### config.mk
export PLATFORM = sky130hd
export DESIGN_NAME = bit_unpacker
export DESIGN_NICKNAME = d
export VERILOG_FILES = /design/src/rtl/bit_unpacker.sv
export SDC_FILE = /design/constraint.sdc
export NUM_CORES = 1
export LEC_CHECK = 0
export BUFFER_PORTS_ARGS = -buffer_cell sky130_fd_sc_hd__buf_2
export CORE_ASPECT_RATIO = 0.8
export CORE_UTILIZATION = 53
export CTS_CLUSTER_SIZE = 20
export DETAILED_ROUTE_END_ITERATION = 16
export HOLD_SLACK_MARGIN = 0.12
export PLACE_DENSITY_LB_ADDON = 0.12
export REMOVE_ABC_BUFFERS = 1
export SLEW_MARGIN = 20
export SYNTH_ARGS = -nofsm -noshare
export SYNTH_HDL_FRONTEND = slang
export SYNTH_SLANG_ARGS = --single-unit
export TNS_END_PERCENT = 30
### constraint.sdc
create_clock -name clock -period 7.4 [get_ports clock]
set_input_delay 2.22 -clock clock [delete_from_list [all_inputs] [get_ports clock]]
set_output_delay 2.22 -clock clock [all_outputs]
set_load 0.05 [all_outputs]
### src/rtl/bit_unpacker.sv
// Bit unpacker: refills a 64-bit left-justified bit buffer from a 32-bit word FIFO and
// serves variable-length (0..15 bit) MSB-first read requests.
module bit_unpacker #(
    parameter int unsigned WORD_W = 32,
    parameter int unsigned BUF_W  = 64,
    parameter int unsigned LEN_W  = 4,
    parameter int unsigned OUT_W  = 15
) (
    input  logic              clock,
    input  logic              reset,
    input  logic              fifo_empty,
    input  logic [WORD_W-1:0] fifo_data,
    output logic              fifo_pop,
    input  logic              reqin,
    input  logic [LEN_W-1:0]  reqlen,
    output logic              req_busy,
    output logic              pushout,
    output logic [LEN_W-1:0]  lenout,
    output logic [OUT_W-1:0]  dataout,
    output logic              err
);

    localparam int unsigned CNT_W = $clog2(BUF_W + 1);

    typedef enum logic [0:0] {StIdle, StWait} state_e;

    state_e             state_q, state_d;
    logic [BUF_W-1:0]   bit_buf_q, bit_buf_d;
    logic [CNT_W-1:0]   bit_cnt_q, bit_cnt_d;
    logic               pend_q, pend_d;
    logic               pop_q, pop_d;
    logic [LEN_W-1:0]   len_q, len_d;
    logic               push_q, push_d;
    logic [LEN_W-1:0]   lenout_q, lenout_d;
    logic [OUT_W-1:0]   data_q, data_d;
    logic               err_q, err_d;

    logic               grant;
    logic [LEN_W-1:0]   cur_len;
    logic [LEN_W-1:0]   shamt;
    logic [BUF_W-1:0]   consumed_buf;
    logic [CNT_W-1:0]   consumed_cnt;

    // Request FSM: decides whether a grant happens this cycle and with which length.
    always_comb begin
        state_d = state_q;
        len_d   = len_q;
        err_d   = err_q;
        grant   = 1'b0;
        cur_len = len_q;
        unique case (state_q)
            StIdle: begin
                if (reqin) begin
                    cur_len = reqlen;
                    len_d   = reqlen;
                    if (bit_cnt_q >= CNT_W'(reqlen)) begin
                        grant = 1'b1;
                    end else begin
                        state_d = StWait;
                    end
                end
            end
            StWait: begin
                if (reqin) begin
                    err_d = 1'b1;
                end
                if (bit_cnt_q >= CNT_W'(len_q)) begin
                    grant   = 1'b1;
                    state_d = StIdle;
                end
            end
            default: state_d = StIdle;
        endcase
    end

    // Buffer datapath: consume first, then drop the refill word in right behind the
    // remaining bits.
    always_comb begin
        consumed_buf = bit_buf_q;
        consumed_cnt = bit_cnt_q;
        if (grant) begin
            consumed_buf = bit_buf_q << cur_len;
            consumed_cnt = bit_cnt_q - CNT_W'(cur_len);
        end

        bit_buf_d = consumed_buf;
        bit_cnt_d = consumed_cnt;
        if (pend_q) begin
            bit_buf_d = consumed_buf | ({fifo_data, {(BUF_W - WORD_W){1'b0}}} >> consumed_cnt);
            bit_cnt_d = consumed_cnt + CNT_W'(WORD_W);
        end

        // A pop is only issued when no word is in flight, so the buffer never overflows.
        pend_d = pop_q;
        pop_d  = !pop_q && !pend_q && !fifo_empty && (bit_cnt_d <= CNT_W'(WORD_W));
    end

    always_comb begin
        shamt    = LEN_W'(OUT_W) - cur_len;
        push_d   = grant;
        lenout_d = '0;
        data_d   = '0;
        if (grant) begin
            lenout_d = cur_len;
            data_d   = bit_buf_q[BUF_W-1 -: OUT_W] >> shamt;
        end
    end

    always_ff @(posedge clock or negedge reset) begin
        if (!reset) begin
            state_q   <= StIdle;
            bit_buf_q <= '0;
            bit_cnt_q <= '0;
            pend_q    <= 1'b0;
            pop_q     <= 1'b0;
            len_q     <= '0;
            push_q    <= 1'b0;
            lenout_q  <= '0;
            data_q    <= '0;
            err_q     <= 1'b0;
        end else begin
            state_q   <= state_d;
            bit_buf_q <= bit_buf_d;
            bit_cnt_q <= bit_cnt_d;
            pend_q    <= pend_d;
            pop_q     <= pop_d;
            len_q     <= len_d;
            push_q    <= push_d;
            lenout_q  <= lenout_d;
            data_q    <= data_d;
            err_q     <= err_d;
        end
    end

    assign fifo_pop = pop_q;
    assign req_busy = (state_q == StWait);
    assign pushout  = push_q;
    assign lenout   = lenout_q;
    assign dataout  = data_q;
    assign err      = err_q;

endmodule

-- Word level (Yosys, flattened, before mapping)
Cells that the tools add are included.
- input bits: 40
- flip-flop bits (word level): 99
- output and inout port bits: 23
- shift-type cells: 3
- reduce and logical (&&, ||, !) cells: 7
- magnitude comparators: 3
- bitwise logic cells: 2
- mux-type cells: 16
- $add $sub $neg: 3
- operator list (operator ; count):
    64-bit 2-to-1 mux ; 2
    64-bit OR ; 1
    64-bit by 4-bit left shift with 64-bit output ; 1
    64-bit by 7-bit right shift with 64-bit output ; 1
    15-bit 2-to-1 mux ; 1
    15-bit by 4-bit right shift with 15-bit output ; 1
    7-bit by 4-bit greater-or-equal comparator with 1-bit output ; 2
    7-bit 2-to-1 mux ; 2
    4-bit 2-to-1 mux ; 3
    7-bit by 6-bit adder with 7-bit output, second input constant ; 1
    7-bit by 6-bit <= comparator with 1-bit output, second input constant ; 1
    7-bit by 4-bit subtractor with 7-bit output ; 1
    1-bit 2-to-1 mux ; 6
    1-bit case mux with 2 select lines ; 2
    4-bit subtractor, first input constant ; 1
    1-bit logical AND ; 3
    1-bit logical NOT ; 3
    2-bit AND reduction ; 1
    1-bit NOT ; 1

-- Longest topological paths before layout
Gate-level depths: netlist of run 1.
- word-level depth: 9
- depth in mapped cells: 20
- mapped depth without buffers: 15

-- Least setup slack after synthesis of run 1
No wires, ideal clock.
- kind: input port to flip-flop
- from: input reqin
- to: register bit_buf_q[28]
- arrival: 5.984 ns
- buffers on the path: 4
- library setup time: 0.126 ns
- slack: 1.290 ns
- stages: 19
- path through: nor2b_1 buf_2 mux2i_1 clkinv_1 buf_2 buf_1 ha_1 inv_1 fa_1 a21o_1 a21oi_1 nand2_1 or4_1 and3_1 clkbuf_1 nand2_1 nor4_1 a211o_1 a221o_1
- longest elaborated chain between the ends: 7
- elaborated cells between the ends (all ways): 11
- ends and longest elaborated chain (element ; RTL line ; text):
    start, declared ; 14 ; input logic reqin,
    4-bit 2-to-1 mux * ; 53 ; if (reqin) begin
    4-bit 2-to-1 mux * ; 51 ; unique case (state_q)
    via cur_len[0] ; 39 ; logic [LEN_W-1:0] cur_len;
    7-bit by 4-bit subtractor with 7-bit output ; 83 ; consumed_cnt = bit_cnt_q - CNT_W'(cur_len);
    7-bit 2-to-1 mux ; 81 ; if (grant) begin
    64-bit by 7-bit right shift with 64-bit output ; 89 ; bit_buf_d = consumed_buf | ({fifo_data, {(BUF_W - WORD_W){1'b0}}} >> consumed_cnt);
    64-bit OR ; 89 ;
    64-bit 2-to-1 mux * ; 88 ; if (pend_q) begin
    via bit_buf_d[28] ; 28 ; logic [BUF_W-1:0] bit_buf_q, bit_buf_d;
    end signal, assigned ; 123 ; bit_buf_q <= bit_buf_d;
    end, declared ; 28 ;
The timed path passes the listed nets; every way through them passes the cells marked *.
A chain may end at the register's enable or synchronous reset.

-- Final worst setup path of run 1
- from: input reqin
- to: register bit_buf_q[46]
- longest elaborated chain between the ends: 7
- elaborated cells between the ends (all ways): 11
- ends and longest elaborated chain (element ; RTL line):
    4-bit 2-to-1 mux ; 53
    4-bit 2-to-1 mux ; 51
    7-bit by 4-bit subtractor with 7-bit output ; 83
    7-bit 2-to-1 mux ; 81
    64-bit by 7-bit right shift with 64-bit output ; 89
    64-bit OR ; 89
    64-bit 2-to-1 mux * ; 88
    via bit_buf_d[46] ; 28
Marks and branches as above.

==> results of run 1 <==
==> cell families (layout without fill, tap and decap cells) <==
family	Yosys count	in the layout	synth area share (%)
and+or+nand+nor	464	464	20.6
AOI/OAI and AO/OA	408	408	28.4
muxes	197	197	19.0
buffers and inverters	139	137	6.11
DFF	99	99	23.5
adders and majority gates	13	13	1.61
xor gates and xnor gates	7	7	0.724
==> area by class of cell <==
type | instances | area (um^2) | area share, %
flip-flops and latches | 99 | 2480 | 22.0
clock buffers | 9 | 225 | 2.00
clock inverters | 7 | 67.6 | 0.601
inverters | 22 | 87.6 | 0.779
repair buffers | 99 | 603 | 5.37
well taps | 258 | 323 | 2.87
multi-input cells | 1089 | 7450 | 66.3
==> worst paths after layout <==
path	startpoint	endpoint	slack (ns)	cells after the start
setup / recovery	reqin	bit_buf_q[46]	1.15	14
hold / removal	fifo_pop	pend_q	0.41	0
setup reg to reg	bit_cnt_q[0]	bit_buf_q[12]	2.51	11
hold reg to reg	fifo_pop	pend_q	0.41	0
max in group asynchronous	reset	bit_buf_q[37]	4.34	2
min in group asynchronous	reset	err	1.76	1
==> cell usage in the layout, fill, tap and decap left out, types with 4 or more instances in the layout <==
cell type and n:
sky130_fd_sc_hd__nand2_1 235, sky130_fd_sc_hd__mux2i_1 188, sky130_fd_sc_hd__dfrtp_1 99, sky130_fd_sc_hd__a21oi_1 66, sky130_fd_sc_hd__buf_2 61, sky130_fd_sc_hd__o22ai_1 51, sky130_fd_sc_hd__nor2_1 47, sky130_fd_sc_hd__o21ai_0 46
sky130_fd_sc_hd__a211oi_1 45, sky130_fd_sc_hd__nand3_1 41, sky130_fd_sc_hd__buf_4 37, sky130_fd_sc_hd__nand2b_1 35, sky130_fd_sc_hd__and3_1 31, sky130_fd_sc_hd__o211ai_1 29, sky130_fd_sc_hd__a311o_1 25, sky130_fd_sc_hd__nor3_1 22
sky130_fd_sc_hd__o221ai_1 16, sky130_fd_sc_hd__inv_1 13, sky130_fd_sc_hd__a211o_1 12, sky130_fd_sc_hd__o211a_1 12, sky130_fd_sc_hd__nor4_1 12, sky130_fd_sc_hd__ha_1 12, sky130_fd_sc_hd__a21o_1 10, sky130_fd_sc_hd__o21ai_1 9
sky130_fd_sc_hd__o31ai_1 9, sky130_fd_sc_hd__clkbuf_16 9, sky130_fd_sc_hd__o21a_1 8, sky130_fd_sc_hd__a221o_1 7, sky130_fd_sc_hd__and2_1 7, sky130_fd_sc_hd__o311ai_0 6, sky130_fd_sc_hd__inv_2 5, sky130_fd_sc_hd__or3_1 5
sky130_fd_sc_hd__mux2_2 5, sky130_fd_sc_hd__a311oi_1 4, sky130_fd_sc_hd__or2_2 4, sky130_fd_sc_hd__a31oi_1 4, sky130_fd_sc_hd__or2_1 4, sky130_fd_sc_hd__a22oi_1 4
==> sequential cells by signal, indices dropped and copies added, names as in the netlist <==
signal,flops
bit_buf_q,64
dataout,15
bit_cnt_q,7
len_q,4
lenout,4
err,1
fifo_pop,1
pend_q,1
pushout,1
req_busy,1
==> through the flow <==
| stage | worst slack, ns | util (%) |
|---|---|---|
| after floorplan | -2.46 | - |
| after global placement | 0.955 | 57.0 |
| after detailed placement | 0.987 | 57.0 |
| after CTS | 1.36 | 58.5 |
| after global routing | 0.893 | 58.5 |
| final | 1.15 | 58.5 |
==> layer usage <==
layer / routed length [um] / GRT usage [%]
met1: 18400 / 59.5
met2: 16300 / 53.6
met3: 5520 / 14.6
met4: 837 / 9.79
met5: 0 / 0
==> impl.org, run 1 <==
** Drt
- Wirelength, routed :: 41000 um
- In the routed design, unresolved DRC markers number 0.
- DR pass1 iterations :: 5
- Final antenna-violating net count :: 0
- Routed WL per cell :: 25.9 um
- Average via count per standard cell :: 7.11
- Number of DRC violations after detailed-routing iteration 0 :: 1559
- The routed layout has 11200 vias.

** Die
- # rows :: 45
- Once the floorplan was initialized, standard cells occupied 54.9% of the core.
- Die Height :: 128 um
- Total I/O pin count :: 63
- Placeable core region :: 19200 um^2
- In this run the horizontal extent of the chip is 160 um.
- Die area :: 20500 um^2

** Layout
- Final design instance area without fill :: 11200 um^2
- Share of final-layout standard cells stronger than drive strength 1 :: 12.2%
- Number of non-filler instances in the completed layout :: 1583
- The net count of the finished layout is 1373.
- Fill cells in the final layout number 1777.
- Diodes inserted :: 0
- Area added between synthesis and finish :: 6.64%

** STA
- The number of max-slew violations in the final report came to 0.
- Tightest slew margin relative to the limit :: 22.6%
- Slew at the pin closest to its max-slew limit :: 1.15 ns
- Post-layout minimum cycle time :: 6.25 ns
- Setup TNS Final :: 0 ns
- Worst-case hold slack :: 0.405 ns
- Ratio of final minimum period to clock period :: 84.4%
- Final setup violation count :: 0
- Clock skew on the completed layout was measured at 0.0155 ns.
- Setup repair after global routing left no endpoint under its margin.
- The number of failing hold endpoints at the final stage is 0.
- Based on the critical path, the design can be clocked at up to 0.160 GHz.

** Clock tree
- Number of clock sinks :: 99
- The H-tree generated during clock tree synthesis spans 3 levels.
- TritonCTS created 9 clock buffers.
- TritonCTS built the clock tree.
- The number of hold buffers added after CTS was 0.
- Post-CTS repair changed the size of 0 cells.
- The later pin in the worst-skew pair is clocked with a latency of 0.38 ns.
- Clock-pin slew was measured on the worst setup and hold paths at 0.09 ns.
- The root buffer cell chosen for the clock tree is sky130_fd_sc_hd__clkbuf_16.
- No sink is reached through more buffers than the 2 on the longest clock path.
- Setup Buffers After CTS :: 0

** Synth
- Counting flops and latches in the post-synthesis netlist gives 99.
- Yosys mapped a number of flops with a built-in enable equal to 0.
- Dominant register cell in the synthesized netlist :: sky130_fd_sc_hd__dfrtp_1
- The synthesized design devotes to its leading area cell type 23.5% of total area.
- Asr flop ratio synth :: 100%
- The largest total area in the synthesized netlist belongs to sky130_fd_sc_hd__dfrtp_1.
- During synthesis, Yosys emitted a total of 0 warnings.
- Leading cell types by count after synthesis :: 235 x sky130_fd_sc_hd__nand2_1, 189 x sky130_fd_sc_hd__mux2i_1, 99 x sky130_fd_sc_hd__dfrtp_1, 67 x sky130_fd_sc_hd__a21oi_1, 55 x sky130_fd_sc_hd__clkbuf_1
- Share of the yosys chip area belonging to registers :: 23.5%
- Summing every instance area after synthesis gives 10500 um^2.
- The number of different library cells used by synthesis comes to 90.
- Synthesis produced a netlist whose cell count is 1327.
- Leading post-synthesis cells by cell area :: sky130_fd_sc_hd__dfrtp_1 24%, sky130_fd_sc_hd__mux2i_1 18%, sky130_fd_sc_hd__nand2_1 8.4%
- Average size of a mapped cell :: 7.94 um^2
- The most common cell in the synthesized netlist is sky130_fd_sc_hd__nand2_1.

** Critical path
- Launching element type of the critical path :: primary input
- For the worst setup path, the data required time is 7.59 ns.
- Crit path cell chain :: buf_2 -> nor2b_1 -> mux2i_1 -> clkinv_2 -> ha_1 -> inv_1 -> fa_1 -> xor2_1 -> or3_1 -> nand4_2 -> o22ai_1 -> nor2_1 -> o21ai_0 -> o221ai_1
- Buf/Inv on CP :: 3
- Worst EP arrival :: 6.44 ns
- The worst setup path is captured at a register.
- On the worst path, the slowest cell contributes a delay of 0.78 ns.
- In this design, the largest share of critical-path delay is due to compound AO/OA/AOI/OAI gates.
- Library cell contributing the largest single delay on the critical path :: sky130_fd_sc_hd__o21ai_0
- Of all nets on the critical path, the largest fanout is 25.
- The setup path with the least slack is of type primary input to register.

** Global routing
- GRT Util Overall :: 40.1%
- Summed over all layers, the global routing overflow is 0.
- Via count of the first global-routing pass :: 9853
- Number of antenna violations at the first check in global routing :: 0
- Largest net degree at the start of global routing :: 79
- The first global-routing pass estimated 62100 um of wire.

** Placed design
- Final weighted congestion of routability-driven global placement :: 0.992
- Detailed placement ended at an HPWL of 30300 um.
- Input and output buffers added on the ports amount to 62.
- Total placed instance area :: 10900 um^2
- Instance count after placement with tap cells included :: 1567

** Outcome
- The run finished with clean final reports.

** Job
- Max-cap violations in this run came to 0.

** Hold path
- In this run the worst hold path is classified as register to register.
Power of run 1 is not shown: default switching activity piles up to over one toggle a cycle in this logic, so the estimate is an artifact.
==> inputs of run 2 (changes only) <==
==> constraint.sdc (replaced) <==
create_clock -name clock -period 6.3 [get_ports clock]
set_input_delay 1.89 -clock clock [delete_from_list [all_inputs] [get_ports clock]]
set_output_delay 1.89 -clock clock [all_outputs]
set_load 0.05 [all_outputs]
==> run 2 against run 1 <==
Compared with the run above: final cell count rose by 0.69%; clock skew fell by 0.0051 ns; design area rose by 0.79%; critical path type unchanged; first-iteration DRC count rose by 2.6%; via count fell by 0.50%; core utilization rose by 0.46 points; setup slack got worse by 0.33 ns.
==> impl.org, run 2 (synthesis gave the netlist of run 1 again) <==
** Critical path
- Maximum fanout count along the critical path :: 14 (was 25)
- The startpoint-to-endpoint class of the critical path is primary input to register (unchanged).
- Worst EP arrival :: 5.68 ns (was 6.44 ns)
- The kind of launch point of the worst setup path was a primary input (unchanged).
- The element type at the critical path end is a register (unchanged).
- Required time of the worst setup path :: 6.50 ns (was 7.59 ns)

** STA
- Post-layout minimum cycle time :: 5.48 ns
- The worst slew slack as a fraction of its limit came to 24.1% (was 22.6%).
- The worst-case setup margin in the final layout came to 0.822 ns (was 1.15 ns).
- The number of failing hold endpoints at the final stage came to 0 (unchanged).
- The final-report setup violation count came to 0 (unchanged).
- Slew Limit Fails :: 0 (unchanged)
- Slew at the pin closest to its max-slew limit :: 1.14 ns (was 1.15 ns)
- RSZ-0062 raised after global routing :: false (unchanged)
- The final critical path takes up 87.0% of the cycle.
- The final setup skew was 0.0105 ns (was 0.0155 ns).
- Derived from the worst setup path, the maximum achievable clock frequency is 0.183 GHz.
- The final-layout worst hold slack is 0.404 ns (was 0.405 ns).

** Clock tree
- The clock buffer count from CTS is 9 (unchanged).
- Clock tree from TritonCTS :: built (unchanged)
- Setup Buffers After CTS :: 0 (unchanged)
- Number of clock sinks :: 99 (unchanged)
- Cell chosen for the clock root :: sky130_fd_sc_hd__clkbuf_16 (unchanged)
- The post-CTS clock slew at the launch and capture registers of the worst setup and hold paths came to 0.08 ns (was 0.09 ns).
- Quantity of gates resized following cts :: 0 (unchanged)
- The hold buffer count at CTS came to 0 (unchanged).
- The total number of H-tree levels came to 3 (unchanged).
- Max clock buf depth :: 2 (unchanged)
- Worst skew pair latency :: 0.37 ns (was 0.38 ns)

** Global routing
- The global-route usage over all layers came to 39.3% (was 40.1%).
- The via count of the first global-routing pass is 9996 (was 9853).
- The remaining global-route overflow is 0 (unchanged).
- Global-route wire length before repair :: 61600 um (was 62100 um)
- The number of antenna violations at the first check in global routing was 0 (unchanged).
- The maximum number of pins on one net before global-route repair was 78 (was 79).

** Drt
- Final antenna-violating net count :: 0 (unchanged)
- The number of violations reported at the end of detailed-routing iteration 0 is 1600 (was 1559).
- Vias :: 11200 (about the same)
- The mean routed wirelength per cell is 25.3 um (was 25.9 um).
- Wirelength, routed :: 40300 um (was 41000 um)
- The count of unresolved DRC violations after routing came to 0 (unchanged).
- DR pass1 iterations :: 6 (was 5)
- Average via count per standard cell :: 7.02 (was 7.11)

** Placed design
- The routability-driven placement congestion ratio is 1.05 (was 0.992).
- Instance count after placement with tap cells included :: 1578 (was 1567)
- The number of I/O port buffers came to 62 (unchanged).
- Minimum setup slack after placement :: 0.615 ns (was 0.987 ns)
- The placed wire-length estimate came to 29700 um (was 30300 um).

** Hold path
- Hold Crit Class :: register to register (unchanged)

** Layout
- FF/Latch Area :: 2480 um^2 (unchanged)
- Largest register by flop count :: bit_buf_q (unchanged)
- Leading cell types in the layout, fill and taps excluded: 235 x sky130_fd_sc_hd__nand2_1, 188 x sky130_fd_sc_hd__mux2i_1, 99 x sky130_fd_sc_hd__dfrtp_1 (unchanged).
- Fillcell total :: 1801 (was 1777)
- Nets :: 1384 (was 1373)
- Area added between synthesis and finish :: 7.48% (was 6.64%)
- The area used by multi-input combinational logic was 7450 um^2 (about the same).
- Diodes inserted :: 0 (unchanged)
- The fraction of final layout cells sized beyond drive strength 1 is 12.9% (was 12.2%).
- The commonest non-fill, non-tap cell in the layout is sky130_fd_sc_hd__nand2_1 (unchanged).
- End-of-flow core utilization :: 59.0% (was 58.5%)
- Max reg flops :: 64 (unchanged)
- Number of non-filler instances in the completed layout :: 1594 (was 1583)

** Die
- The I/O pin total was 63 (unchanged).
- The number of core rows came to 45 (unchanged).
- Die Height :: 128 um (unchanged)
- The die extent in x was 160 um (unchanged).
- The initial core utilization is 54.9% (unchanged).
- Placeable core region :: 19200 um^2 (unchanged)
- Die area :: 20500 um^2 (unchanged)

** Job
- The number of maximum-capacitance constraint violations is 0 (unchanged).

** Outcome
- Run status: completed (unchanged).
## run 2: cell type report
cell class	count	area share, %
Inverter	22	0.773
Clock inverter	7	0.663
Tap cell	258	2.85
Multi-Input combinational cell	1089	65.8
Timing Repair Buffer	110	6.09
Clock buffer	9	1.99
Sequential cell	99	21.9
## run 2: routing by layer
layer	GRT usage (%)	routed length, um	vias to the layer above
met3	11.1	5230	73
met5	0	0	-
li1	-	-	5025
met1	59.1	18100	5310
met4	11.9	1090	0
met2	53.1	15800	785
## run 2: critical path, cell delays in order
cell	delay [ns]
sky130_fd_sc_hd__buf_2	0.16
sky130_fd_sc_hd__nor2b_1	0.17
sky130_fd_sc_hd__buf_4	0.18
sky130_fd_sc_hd__mux2i_1	0.12
sky130_fd_sc_hd__clkinv_2	0.06
sky130_fd_sc_hd__ha_1	0.14
sky130_fd_sc_hd__inv_1	0.05
sky130_fd_sc_hd__fa_1	0.39
sky130_fd_sc_hd__xor2_1	0.20
sky130_fd_sc_hd__nor3_1	0.52
sky130_fd_sc_hd__o211ai_2	0.42
sky130_fd_sc_hd__o22ai_1	0.53
sky130_fd_sc_hd__nor3_1	0.21
sky130_fd_sc_hd__o21ai_0	0.42
sky130_fd_sc_hd__o211ai_1	0.21
## run 2: final timing paths
kind	start	endpoint	slack (ns)	cells after the start
max in group asynchronous	reset	bit_buf_q[63]	3.87	2
worst max-delay path	reqin	bit_buf_q[8]	0.82	15
worst max register to register	req_busy	bit_buf_q[8]	2.09	14
min in group asynchronous	reset	req_busy	1.55	1
worst min register to register	fifo_pop	pend_q	0.40	0
worst min-delay path	fifo_pop	pend_q	0.40	0
## run 2: through the flow
step | TNS [ns] | cell area, um^2
2_1_floorplan | -188.26 | 9980
3_3_place_gp | 0 | 11000
3_5_place_dp | 0 | 11000
4_1_cts | 0 | 11300
5_1_grt | 0 | 11300
6_report | 0 | 11300
Power of run 2 is left out for the same reason.
